File: src/rtl/rc5_stream_ctrl.sv
// Sequencer in front of an rc5 core: runs the key schedule, then streams one 32-bit block at a
// time through the core with ECB or CBC chaining, guarded by a watchdog on every core wait.
module rc5_stream_ctrl #(
  parameter int unsigned TIMEOUT_CYCLES = 1023,
  parameter int unsigned CNT_W          = 10
) (
  input  logic         clk,
  input  logic         rst,
  input  logic         cfg_load,
  input  logic [127:0] cfg_key,
  input  logic [4:0]   cfg_rounds,
  input  logic         cfg_cbc,
  input  logic         cfg_decrypt,
  input  logic [31:0]  cfg_iv,
  output logic         cfg_busy,
  output logic         err_timeout,
  input  logic         s_valid,
  output logic         s_ready,
  input  logic [31:0]  s_data,
  output logic         m_valid,
  input  logic         m_ready,
  output logic [31:0]  m_data,
  output logic [127:0] core_key,
  output logic [4:0]   core_num_rounds,
  output logic         core_load_key,
  input  logic         core_key_ready,
  output logic         core_start_encrypt,
  output logic         core_start_decrypt,
  output logic [31:0]  core_d_in,
  input  logic [31:0]  core_d_out,
  input  logic         core_done
);

  typedef enum logic [2:0] {
    StIdle, StKeyLoad, StKeyWait, StReady, StIssue, StWait, StOut
  } state_e;

  state_e             state_q, state_d;
  logic [127:0]       key_q;
  logic [4:0]         rounds_q;
  logic               cbc_q, decrypt_q;
  logic [31:0]        chain_q, hold_q, din_q, mdata_q;
  logic [CNT_W-1:0]   cnt_q, cnt_d;
  logic               err_q;

  logic               load_acc, blk_acc, key_ok, wd_expire, wd_abort;
  logic [CNT_W:0]     cnt_inc;
  logic [31:0]        result;

  assign load_acc  = cfg_load && ((state_q == StIdle) || (state_q == StReady));
  assign blk_acc   = (state_q == StReady) && s_valid && !cfg_load;
  // A zero count marks the first KEYWAIT cycle, where a stale key_ready must be ignored.
  assign key_ok    = (cnt_q != '0) && core_key_ready;
  assign cnt_inc   = {1'b0, cnt_q} + 1'b1;
  assign wd_expire = cnt_inc >= (CNT_W + 1)'(TIMEOUT_CYCLES);
  assign wd_abort  = wd_expire && (((state_q == StKeyWait) && !key_ok) ||
                                   ((state_q == StWait) && !core_done));
  assign result    = (cbc_q && decrypt_q) ? (core_d_out ^ chain_q) : core_d_out;

  // State register and datapath
  always_ff @(posedge clk) begin
    if (!rst) begin
      state_q   <= StIdle;
      key_q     <= '0;
      rounds_q  <= '0;
      cbc_q     <= 1'b0;
      decrypt_q <= 1'b0;
      chain_q   <= '0;
      hold_q    <= '0;
      din_q     <= '0;
      mdata_q   <= '0;
      cnt_q     <= '0;
      err_q     <= 1'b0;
    end else begin
      state_q <= state_d;
      cnt_q   <= cnt_d;
      if (load_acc) begin
        key_q     <= cfg_key;
        rounds_q  <= cfg_rounds;
        cbc_q     <= cfg_cbc;
        decrypt_q <= cfg_decrypt;
        chain_q   <= cfg_iv;
      end
      if (load_acc) begin
        err_q <= 1'b0;
      end else if (wd_abort) begin
        err_q <= 1'b1;
      end
      if (blk_acc) begin
        din_q  <= (cbc_q && !decrypt_q) ? (s_data ^ chain_q) : s_data;
        hold_q <= s_data;
      end
      if ((state_q == StWait) && core_done) begin
        mdata_q <= result;
        if (cbc_q) begin
          chain_q <= decrypt_q ? hold_q : core_d_out;
        end
      end
    end
  end

  // Next-state logic
  always_comb begin
    state_d = state_q;
    unique case (state_q)
      StIdle:    if (cfg_load) state_d = StKeyLoad;
      StKeyLoad: state_d = StKeyWait;
      StKeyWait: begin
        if (key_ok)        state_d = StReady;
        else if (wd_abort) state_d = StIdle;
      end
      StReady: begin
        if (cfg_load)     state_d = StKeyLoad;
        else if (s_valid) state_d = StIssue;
      end
      StIssue:   state_d = StWait;
      StWait: begin
        if (core_done)     state_d = StOut;
        else if (wd_abort) state_d = StIdle;
      end
      StOut:     if (m_ready) state_d = StReady;
      default:   state_d = StIdle;
    endcase
  end

  // Watchdog counter: cleared in the cycle before each wait, saturating during it
  always_comb begin
    cnt_d = cnt_q;
    if ((state_q == StKeyLoad) || (state_q == StIssue)) begin
      cnt_d = '0;
    end else if (((state_q == StKeyWait) || (state_q == StWait)) && (cnt_q != '1)) begin
      cnt_d = cnt_q + 1'b1;
    end
  end

  // Outputs
  always_comb begin
    cfg_busy           = 1'b0;
    s_ready            = 1'b0;
    m_valid            = 1'b0;
    core_load_key      = 1'b0;
    core_start_encrypt = 1'b0;
    core_start_decrypt = 1'b0;
    unique case (state_q)
      StIdle:    ;
      StKeyLoad: begin
        cfg_busy      = 1'b1;
        core_load_key = 1'b1;
      end
      StKeyWait: cfg_busy = 1'b1;
      StReady:   s_ready = !cfg_load;
      StIssue: begin
        cfg_busy           = 1'b1;
        core_start_encrypt = !decrypt_q;
        core_start_decrypt = decrypt_q;
      end
      StWait:    cfg_busy = 1'b1;
      StOut: begin
        cfg_busy = 1'b1;
        m_valid  = 1'b1;
      end
      default:   ;
    endcase
  end

  assign err_timeout     = err_q;
  assign m_data          = mdata_q;
  assign core_key        = key_q;
  assign core_num_rounds = rounds_q;
  assign core_d_in       = din_q;

endmodule

File: config.mk
export PLATFORM = sky130hd
export DESIGN_NAME = rc5_stream_ctrl
export DESIGN_NICKNAME = d
export VERILOG_FILES = /design/src/rtl/rc5_stream_ctrl.sv
export SDC_FILE = /design/constraint.sdc
export NUM_CORES = 1
export LEC_CHECK = 0
export ABC_AREA = 1
export CAP_MARGIN = 20
export CORE_ASPECT_RATIO = 0.9
export CORE_MARGIN = 1.5
export CORE_UTILIZATION = 30
export CTS_CLUSTER_SIZE = 30
export DETAILED_ROUTE_END_ITERATION = 8
export GPL_TIMING_DRIVEN = 0
export RECOVER_POWER = 100
export SLEW_MARGIN = 20
export SYNTH_ARGS = -nofsm -noshare
export SYNTH_HDL_FRONTEND = slang
export SYNTH_SLANG_ARGS = --single-unit
File: constraint.sdc
create_clock -name clk -period 1.6 [get_ports clk]
set_input_delay 0.16 -clock clk [delete_from_list [all_inputs] [get_ports clk]]
set_output_delay 0.16 -clock clk [all_outputs]
set_load 0.01 [all_outputs]
Yosys cells after proc, flatten, opt, wreduce, memory -nomap -nowiden. Cells that the tools add are included. W data, S select, Z words.

$lt $le $gt $ge: 1. Muxes and demuxes: 20. $add $sub $neg: 2. Bitwise gates (word level): 3. Equal/unequal tests: 10. Reduce and logical (&&, ||, !) cells: 25.

Operator list (number): $mux W32 (6); $xor A32 B32 Y32 (2); $mux W3 (7); $pmux W3 S7 (1); $add A10 B1 Y11 const B (1); $ge A11 B10 Y1 const B (1); $logic_and A1 B1 Y1 (11); $add A10 B1 Y10 const B (1); $ne A10 B10 Y1 const B (1); $reduce_bool A10 Y1 (1); $eq A3 B3 Y1 const B (3); $eq A3 B2 Y1 const B (2); $mux W1 (6); $reduce_or A5 Y1 (1); $logic_not A1 Y1 (4); $logic_or A1 B1 Y1 (4); $ne A2 B2 Y1 const B (2); $reduce_or A2 Y1 (2); $eq A3 B1 Y1 const B (1); $logic_not A3 Y1 (1); $ne A3 B3 Y1 const B (1); $reduce_and A3 Y1 (1); $not A1 Y1 (1).

Bits of input ports: 238. Output and inout port bits: 204. Register bits: 277. Logic and storage cells: 72.

Depth between registers and ports, before layout. Gate-level depths: netlist (run 1).

Depth in word-level cells: 9. Gate-level depth with buffers: 14. Depth with buffers taken out: 14.

Worst setup path before layout (run 1). OpenSTA, ideal clock, no wires.

Path type: reg-to-reg. Start point: register cnt_q[1]. End point: register state_q[1]. Path slack: -0.018 ns. Required time: 1.469 ns. Data arrival time: 1.488 ns. Setup time: 0.131 ns. Stages on the path, launching flop included: 13. Period minus slack after synthesis: 1.618 ns. Cell sequence: dfxtp_1 ha_1 nand2_1 o21ai_0 nand3_1 nor2_1 nand3_2 nand2_2 nand2_1 nand2_1 nand2_1 nand2_1 a21oi_2.

Cells in the longest elaborated chain, start to end: 9.

RTL lines: start: declaration (RTL line 43) `logic [CNT_W-1:0] cnt_q, cnt_d;`; start signal: assignment (RTL line 76) `cnt_q <= cnt_d;`; parallel branches: the longest is 8 deep, another holds $add A10 B1 Y11; $pmux W3 S7 (*) (RTL line 105) `unique case (state_q)`; end signal: assignment (RTL line 63) `state_q <= StIdle;`; end signal: assignment (RTL line 75) `state_q <= state_d;`; end: declaration (RTL line 38) `state_e state_q, state_d;`.

Every way passes the cells marked *. A chain may end at the register's enable or synchronous reset.

Final worst setup path (run 1).
Start point: register state_q[1]. End point: register chain_q[14].

Cells in the longest elaborated chain, start to end: 6.

RTL lines: $eq A3 B2 Y1 / $logic_not A3 Y1 (equally long branches) (RTL line 50) `assign load_acc = cfg_load && ((state_q == StIdle) || (state_q == StReady));`; $logic_or A1 B1 Y1 (RTL line 50); $logic_and A1 B1 Y1 (RTL line 50); $mux W32 (RTL line 77) `if (load_acc) begin`; $mux W32 (RTL line 95) `if (cbc_q) begin`; $mux W32 (*) (RTL line 93) `if ((state_q == StWait) && core_done) begin`; end signal: assignment (RTL line 82) `chain_q <= cfg_iv;`; end signal: assignment (RTL line 96) `chain_q <= decrypt_q ? hold_q : core_d_out;`; end: declaration (RTL line 42) `logic [31:0] chain_q, hold_q, din_q, mdata_q;`.

Mark *: on every way between the ends. The rest lies on a longest branch, timed or not.

==> qor.csv, run 1 <==
stage,metric,value,unit
grt,global-route met2 utilization,38.3,%
synthesis,Synthesized Nets,1770,
timing,max_slew headroom,48.4,%
finish,layout cells sized above 1,17.4,%
clocking,H-tree levels,2,
pwr,Max VDD drop,0.794,mV
detailed_routing,DRT iter0 DRCs,676,
pwr,Power Total,24.3,mW
synthesis,syn_area_per_cell,7.51,µm²
detailed_routing,Avg WL per Cell,19.1,µm
worst_setup_path,required time of the critical path,1.98,ns
pwr,pwr/cell area,1260,nW/µm²
floorplanning,effective utilization at floorplan,30.6,%
placement,Post-Place Worst Slack,-0.687,ns
job,maxcap violations,0,
worst_setup_path,crit path launch type,register,
placement,GP Congestion,0.881,
placement,input/output buffers,439,
floorplanning,Die Ht,189,µm
floorplanning,die area,39400,µm²
synthesis,Yosys warning count,0,
timing,clk_skew,0.0174,ns
grt,gr ovfl total,0,
timing,Worst Max-Slew Pin Slew,0.774,ns
synthesis,cell count after synthesis,1529,
synthesis,synth top area cells,"dfxtp_1 48%, o21ai_0 11%, nor2_1 9.5%, nand2_1 6.3%, a21oi_1 6.2%",
timing,hold slack,0.216,ns
worst_setup_path,Crit path max-delay family,buffers and inverters,
finish,most frequent cells in the layout,"317 x clkdlybuf4s50_1, 270 x dfxtp_1, 226 x o21ai_0",
grt,first-pass GRT wire length,69300,µm
timing,period utilization,110,%
synthesis,Yosys reg bits,277,
detailed_routing,Via-to-Cell Ratio,4.93,
finish,area grow syn2layout,68.4,%
grt,grt met3 use,4.70,%
clocking,register clock-pin slew on the reported worst setup and hold paths,0.06,ns
outcome,failing checks,setup timing,
worst_setup_path,Critical Path Max Stage Delay,0.36,ns
detailed_routing,Vias,12600,
clocking,CTS Root Cell,clkbuf_16,
timing,"Hold Violations, Final",0,
finish,Inserted Diodes,0,
synthesis,sequential-to-total area share from yosys stat,48.3,%
floorplanning,row cnt,67,
grt,GRT Total Usage,22.7,%
floorplanning,IO Pins,442,
clocking,CTS sink count,277,
timing,Worst Slack Setup Final,-0.153,ns
timing,# setup viols final,204,
timing,RSZ-0062 raised after global routing,true,
grt,largest net degree at the start of global routing,13,
worst_setup_path,worst path cell trace,nor2_4 -> inv_2 -> nor2_2 -> inv_2 -> o21ai_4 -> buf_12 -> clkinv_16 -> clkbuf_16 -> o21a_1 -> o21ai_1 -> a21oi_1,
synthesis,Yosys cell types,31,
hold_path,Hold/Removal Path Class,in2reg,
finish,fillers,3559,
floorplanning,Die W,209,µm
synthesis,Yosys top cell area share,48.3,%
worst_setup_path,WP buf/inv,5,
clocking,hold-fix buffer count after cts,0,
detailed_routing,DRC Markers,0,
synthesis,Yosys top cell by area,dfxtp_1,
finish,nets,2290,
clocking,deepest clock path buffer count,3,
detailed_routing,aggregate routed wire length,48800,µm
timing,Final Max Slew Viols,0,
synthesis,Mapped Area,11500,µm²
outcome,status,"complete, but fails checks",
worst_setup_path,CP Class,reg2reg,
worst_setup_path,CP endpoint kind,register,
grt,global route hottest layer,met2,
grt,initial antenna violation count,1,
placement,dpl hpwl,34300,µm
floorplanning,core area,37500,µm²
worst_setup_path,cell mode on critical path,inv_2,
worst_setup_path,crit path DAT,2.14,ns
clocking,clock tree from TritonCTS,built,
worst_setup_path,slowest CP cell,dfxtp_4,
detailed_routing,DR pass1 iterations,7,
grt,vias in the first global route,11800,
timing,final setup TNS,-10.38,ns
worst_setup_path,crit path max fanout,6,
grt,grt met1 use,29.1,%
pwr,Pleak,7.42,nW
clocking,total CTS buffers,34,
timing,fmax,570,MHz
finish,"commonest non-fill, non-tap cell in the layout",clkdlybuf4s50_1,
timing,final worst path period need,1.75,ns
detailed_routing,final antenna-violating net count,0,
clocking,Worst-Skew Late Latency,0.52,ns
cells in the mapped netlist:
| library cell | number |
|---|---|
| a211oi_1 | 2 |
| a21oi_1 | 142 |
| a21oi_2 | 1 |
| a31oi_1 | 2 |
| and2_1 | 1 |
| buf_2 | 54 |
| buf_4 | 5 |
| clkbuf_1 | 50 |
| clkinv_1 | 1 |
| dfxtp_1 | 277 |
| ha_1 | 3 |
| inv_1 | 60 |
| inv_2 | 9 |
| nand2_1 | 194 |
| nand2_2 | 4 |
| nand3_1 | 44 |
| nand3_2 | 2 |
| nand4_1 | 4 |
| nor2_1 | 290 |
| nor2_2 | 2 |
| nor2_4 | 1 |
| nor3_1 | 6 |
| nor3_2 | 1 |
| o21a_1 | 32 |
| o21ai_0 | 260 |
| o21ai_1 | 15 |
| o21ai_4 | 1 |
| o21bai_2 | 1 |
| o22ai_1 | 1 |
| xnor2_1 | 32 |
| xor2_1 | 32 |
worst reg2reg max path: stages (launching register included):
cell and delay [ns]:
dfxtp_4 0.36, nor2_4 0.11, inv_2 0.06, nor2_2 0.09, inv_2 0.05, o21ai_4 0.15, buf_12 0.18, clkinv_16 0.10
clkbuf_16 0.16, o21a_1 0.16, o21ai_1 0.10, a21oi_1 0.10
state kept, by name (all words and copies together) (netlist names):
| name | cells |
|---|---|
| hold_q | 32 |
| chain_q | 32 |
| core_num_rounds | 5 |
| err_timeout | 1 |
| decrypt_q | 1 |
| cnt_q | 10 |
| m_data | 32 |
| cbc_q | 1 |
| core_d_in | 32 |
| state_q | 3 |
| core_key | 128 |
path summary, 6_finish.rpt:
kind	startpoint	to	slack (ns)	depth (start not counted)
worst min register to register	hold_q[4]	hold_q[4]	0.45	2
worst max register to register	state_q[1]	chain_q[14]	-0.15	11
worst min-delay path	s_valid	core_d_in[0]	0.22	3
worst max-delay path	state_q[1]	chain_q[14]	-0.15	11
logic make-up (layout without fill, tap and decap cells):
family | count (synthesis) | count (layout) | synth area share, %
AND/OR/NAND/NOR | 549 | 549 | 19.0
buffers and inverters | 179 | 719 | 6.61
adder cells (fa/ha/maj) | 3 | 3 | 0.327
flip-flops | 277 | 277 | 48.3
AO/OA/AOI/OAI | 457 | 457 | 20.9
XOR/XNOR | 64 | 64 | 4.88
what timing repair did:
action,CTS,global route
endpoints found under the setup margin,333,331
gates cloned,2,17
pin swaps,14,53
buffers inserted,14,13
gates resized for setup,275,328
layer usage:
layer	share of wire [%]	wire (µm)
met2	49	23700
met1	43	21000
met3	6.2	3040
met5	0.027	13
met4	2.2	1090
area by class of cell:
| type | count | area (µm²) | area share, % |
|---|---|---|---|
| clock buffers | 51 | 1050 | 5.43 |
| plain buffers | 108 | 1010 | 5.24 |
| flip-flops and latches | 277 | 5570 | 28.8 |
| repair buffers | 484 | 4830 | 25.0 |
| well taps | 483 | 604 | 3.13 |
| inverters | 70 | 307 | 1.59 |
| clock inverters | 5 | 53.8 | 0.278 |
| multi-input cells | 1073 | 5880 | 30.4 |
| repair inverters | 1 | 16.3 | 0.0842 |
metrics by stage:
stage | util, % | instances | area, µm²
after floorplan | - | 1529 | 11500
after global placement | 44.0 | 2451 | 16500
after detailed placement | 44.0 | 2451 | 16500
after CTS | 48.5 | 2522 | 18200
after global routing | 51.6 | 2552 | 19300
final | 51.6 | 2552 | 19300
power breakdown:
group | internal (mW) | total [mW] | switching, mW
sequential | 7.91 | 8.52 | 0.609
clock | 4.67 | 7.70 | 3.03
combinational | 4.00 | 8.10 | 4.10
total | 16.6 | 24.3 | 7.74
Note: power is estimated with default switching activity, not from simulation.
==> run 2, diff against run 1 <==
- CELL_PAD_IN_SITES_DETAIL_PLACEMENT: not set -> 0
- CELL_PAD_IN_SITES_GLOBAL_PLACEMENT: not set -> 1
- CORE_UTILIZATION: 30 -> 28
- PLACE_DENSITY_LB_ADDON: not set -> 0.1
==> qor.csv, run 2 (synthesis results as in run 1) <==
stage,metric,value,unit
timing,RSZ-0062 raised after global routing,true,
placement,dpl cell area,16500,µm²
grt,GRT Total Usage,21.6,%
detailed_routing,Avg WL per Cell,18.8,µm
detailed_routing,DR pass1 iterations,5,
timing,clk_skew,0.0189,ns
floorplanning,effective utilization at floorplan,28.3,%
worst_setup_path,CP Class,reg2reg,
outcome,failing checks,setup timing,
worst_setup_path,crit path DAT,2.09,ns
clocking,total CTS buffers,36,
detailed_routing,final antenna-violating net count,0,
timing,final setup TNS,-8.01,ns
floorplanning,die area,42200,µm²
pwr,Max VDD drop,0.938,mV
timing,Final Max Slew Viols,0,
timing,Worst Max-Slew Pin Slew,0.740,ns
worst_setup_path,Crit path max-delay family,simple AND/OR/NAND/NOR gates,
floorplanning,row cnt,70,
finish,Final Cell Area,19600,µm²
timing,"Hold Violations, Final",0,
finish,layout cells sized above 1,17.5,%
clocking,hold-fix buffer count after cts,0,
clocking,deepest clock path buffer count,3,
placement,input/output buffers,439,
clocking,CTS Root Cell,clkbuf_16,
clocking,Worst-Skew Late Latency,0.52,ns
finish,fillers,4036,
finish,area grow syn2layout,71.2,%
hold_path,hold depth,3,
timing,final worst path period need,1.74,ns
floorplanning,IO Pins,442,
grt,largest net degree at the start of global routing,13,
worst_setup_path,crit path max fanout,5,
timing,Worst Slack Setup Final,-0.135,ns
finish,Largest register FFs,128,
detailed_routing,aggregate routed wire length,49300,µm
worst_setup_path,WP buf/inv,0,
floorplanning,core area,40600,µm²
floorplanning,Die Ht,195,µm
timing,fmax,576,MHz
job,maxcap violations,0,
floorplanning,Die W,216,µm
grt,gr ovfl total,0,
detailed_routing,DRC Markers,0,
detailed_routing,DRT iter0 DRCs,529,
detailed_routing,Vias,12200,
pwr,Power Total,25.0,mW
finish,Non-Filler Instances,2624,
pwr,pwr/cell area,1270,nW/µm²
finish,most frequent cells in the layout,"319 x clkdlybuf4s50_1, 270 x dfxtp_1, 234 x o21ai_0",
hold_path,Hold/Removal Path Class,in2reg,
worst_setup_path,required time of the critical path,1.96,ns
timing,# setup viols final,142,
grt,initial antenna violation count,7,
worst_setup_path,slowest CP cell,dfxtp_4,
timing,max_slew headroom,50.7,%
worst_setup_path,Critical Path Max Stage Delay,0.40,ns
placement,dpl hpwl,35100,µm
clocking,H-tree levels,2,
worst_setup_path,R2R cell count,14,
finish,"commonest non-fill, non-tap cell in the layout",clkdlybuf4s50_1,
worst_setup_path,worst path cell trace,ha_4 -> nand3_2 -> nand2_2 -> nand2_2 -> nor2_4 -> nand2_2 -> nor2_4 -> nand3_2 -> nand2_2 -> nand2_1 -> nand2_1 -> nand2_1 -> nand2_1 -> a21oi_2,
grt,first-pass GRT wire length,70300,µm
placement,GP Congestion,0.808,
worst_setup_path,CP endpoint kind,register,
timing,hold slack,0.217,ns
detailed_routing,Via-to-Cell Ratio,4.65,
grt,vias in the first global route,11800,
clocking,register clock-pin slew on the reported worst setup and hold paths,0.06,ns
finish,nets,2291,
pwr,Pleak,7.44,nW
worst_setup_path,crit path launch type,register,
timing,period utilization,108,%
clocking,CTS sink count,277,
clocking,clock tree from TritonCTS,built,
worst_setup_path,WP depth,14,
outcome,status,"complete, but fails checks",
placement,dpl cells,2508,
## run 2: cell types whose count changed in the layout (fill, tap and decap cells not counted), sizes merged
cell | previous run | this run
clkdlybuf4s50 | 317 | 319
bufbuf | 1 | 0
buf | 95 | 91
clkinv | 6 | 10
inv | 69 | 67
dlygate4sd2 | 59 | 54
clkbuf | 137 | 141
clkdlybuf4s25 | 33 | 39
diode | 0 | 8
bufinv | 1 | 4
## run 2: power breakdown
group | total (mW) | internal [mW] | switching (mW) | leakage, nW
logic | 8.24 | 4.12 | 4.12 | 4.57
clock network | 8.31 | 5.17 | 3.14 | 0.592
registers | 8.49 | 7.91 | 0.578 | 2.28
## run 2: worst min-delay path: stages
cell,delay [ns]
clkdlybuf4s50_1,0.39
nor2_1,0.10
nor2_1,0.04
## run 2: worst paths after layout
kind / start / end / slack [ns]
worst min register to register: hold_q[9] / hold_q[9] / 0.45
worst min-delay path: cfg_key[43] / core_key[43] / 0.22
worst max-delay path: cnt_q[1] / state_q[1] / -0.14
worst max register to register: cnt_q[1] / state_q[1] / -0.14
## run 2: what timing repair did
action,4_1_cts,5_1_grt
pin swaps,13,75
cloned,1,21
setup endpoints to repair,336,327
buffers inserted,13,10
endpoints found under the hold margin,0,0
gates resized for setup,210,387
## run 2: layout make-up
type / instances / area, µm² / area share (%)
diodes: 8 / 20.0 / 0.102
plain buffers: 108 / 992 / 5.05
clock buffers: 54 / 1050 / 5.34
clock inverters: 10 / 150 / 0.764
inverters: 70 / 307 / 1.56
multi-input cells: 1073 / 5950 / 30.3
flip-flops and latches: 277 / 5570 / 28.3
well taps: 540 / 676 / 3.44
repair buffers: 483 / 4910 / 25.0
repair inverters: 1 / 20.0 / 0.102
## run 2: per-stage QoR
| stage | worst slack, ns | util [%] |
|---|---|---|
| 6_report | -0.135 | 48.4 |
| 2_1_floorplan | 0.0132 | - |
| 4_1_cts | -0.153 | 44.8 |
| 3_5_place_dp | -0.704 | 40.8 |
| 5_1_grt | -0.287 | 48.4 |
| 3_3_place_gp | -0.688 | 40.8 |
## run 2: routing by layer
layer | vias to the layer above | track usage, % | part of all wire, %
met3 | 79 | 5.65 | 6.8
li1 | 6072 | - | -
met2 | 340 | 35.4 | 47
met5 | - | 0 | 0
met4 | 0 | 7.38 | 2.7
met1 | 5704 | 27.5 | 44
==> run 3, diff against run 2 <==
- CTS_CLUSTER_SIZE: 30 -> 20
==> results of run 3 <==
No change in the layout: final DEF, timing and power equal those of run 2.
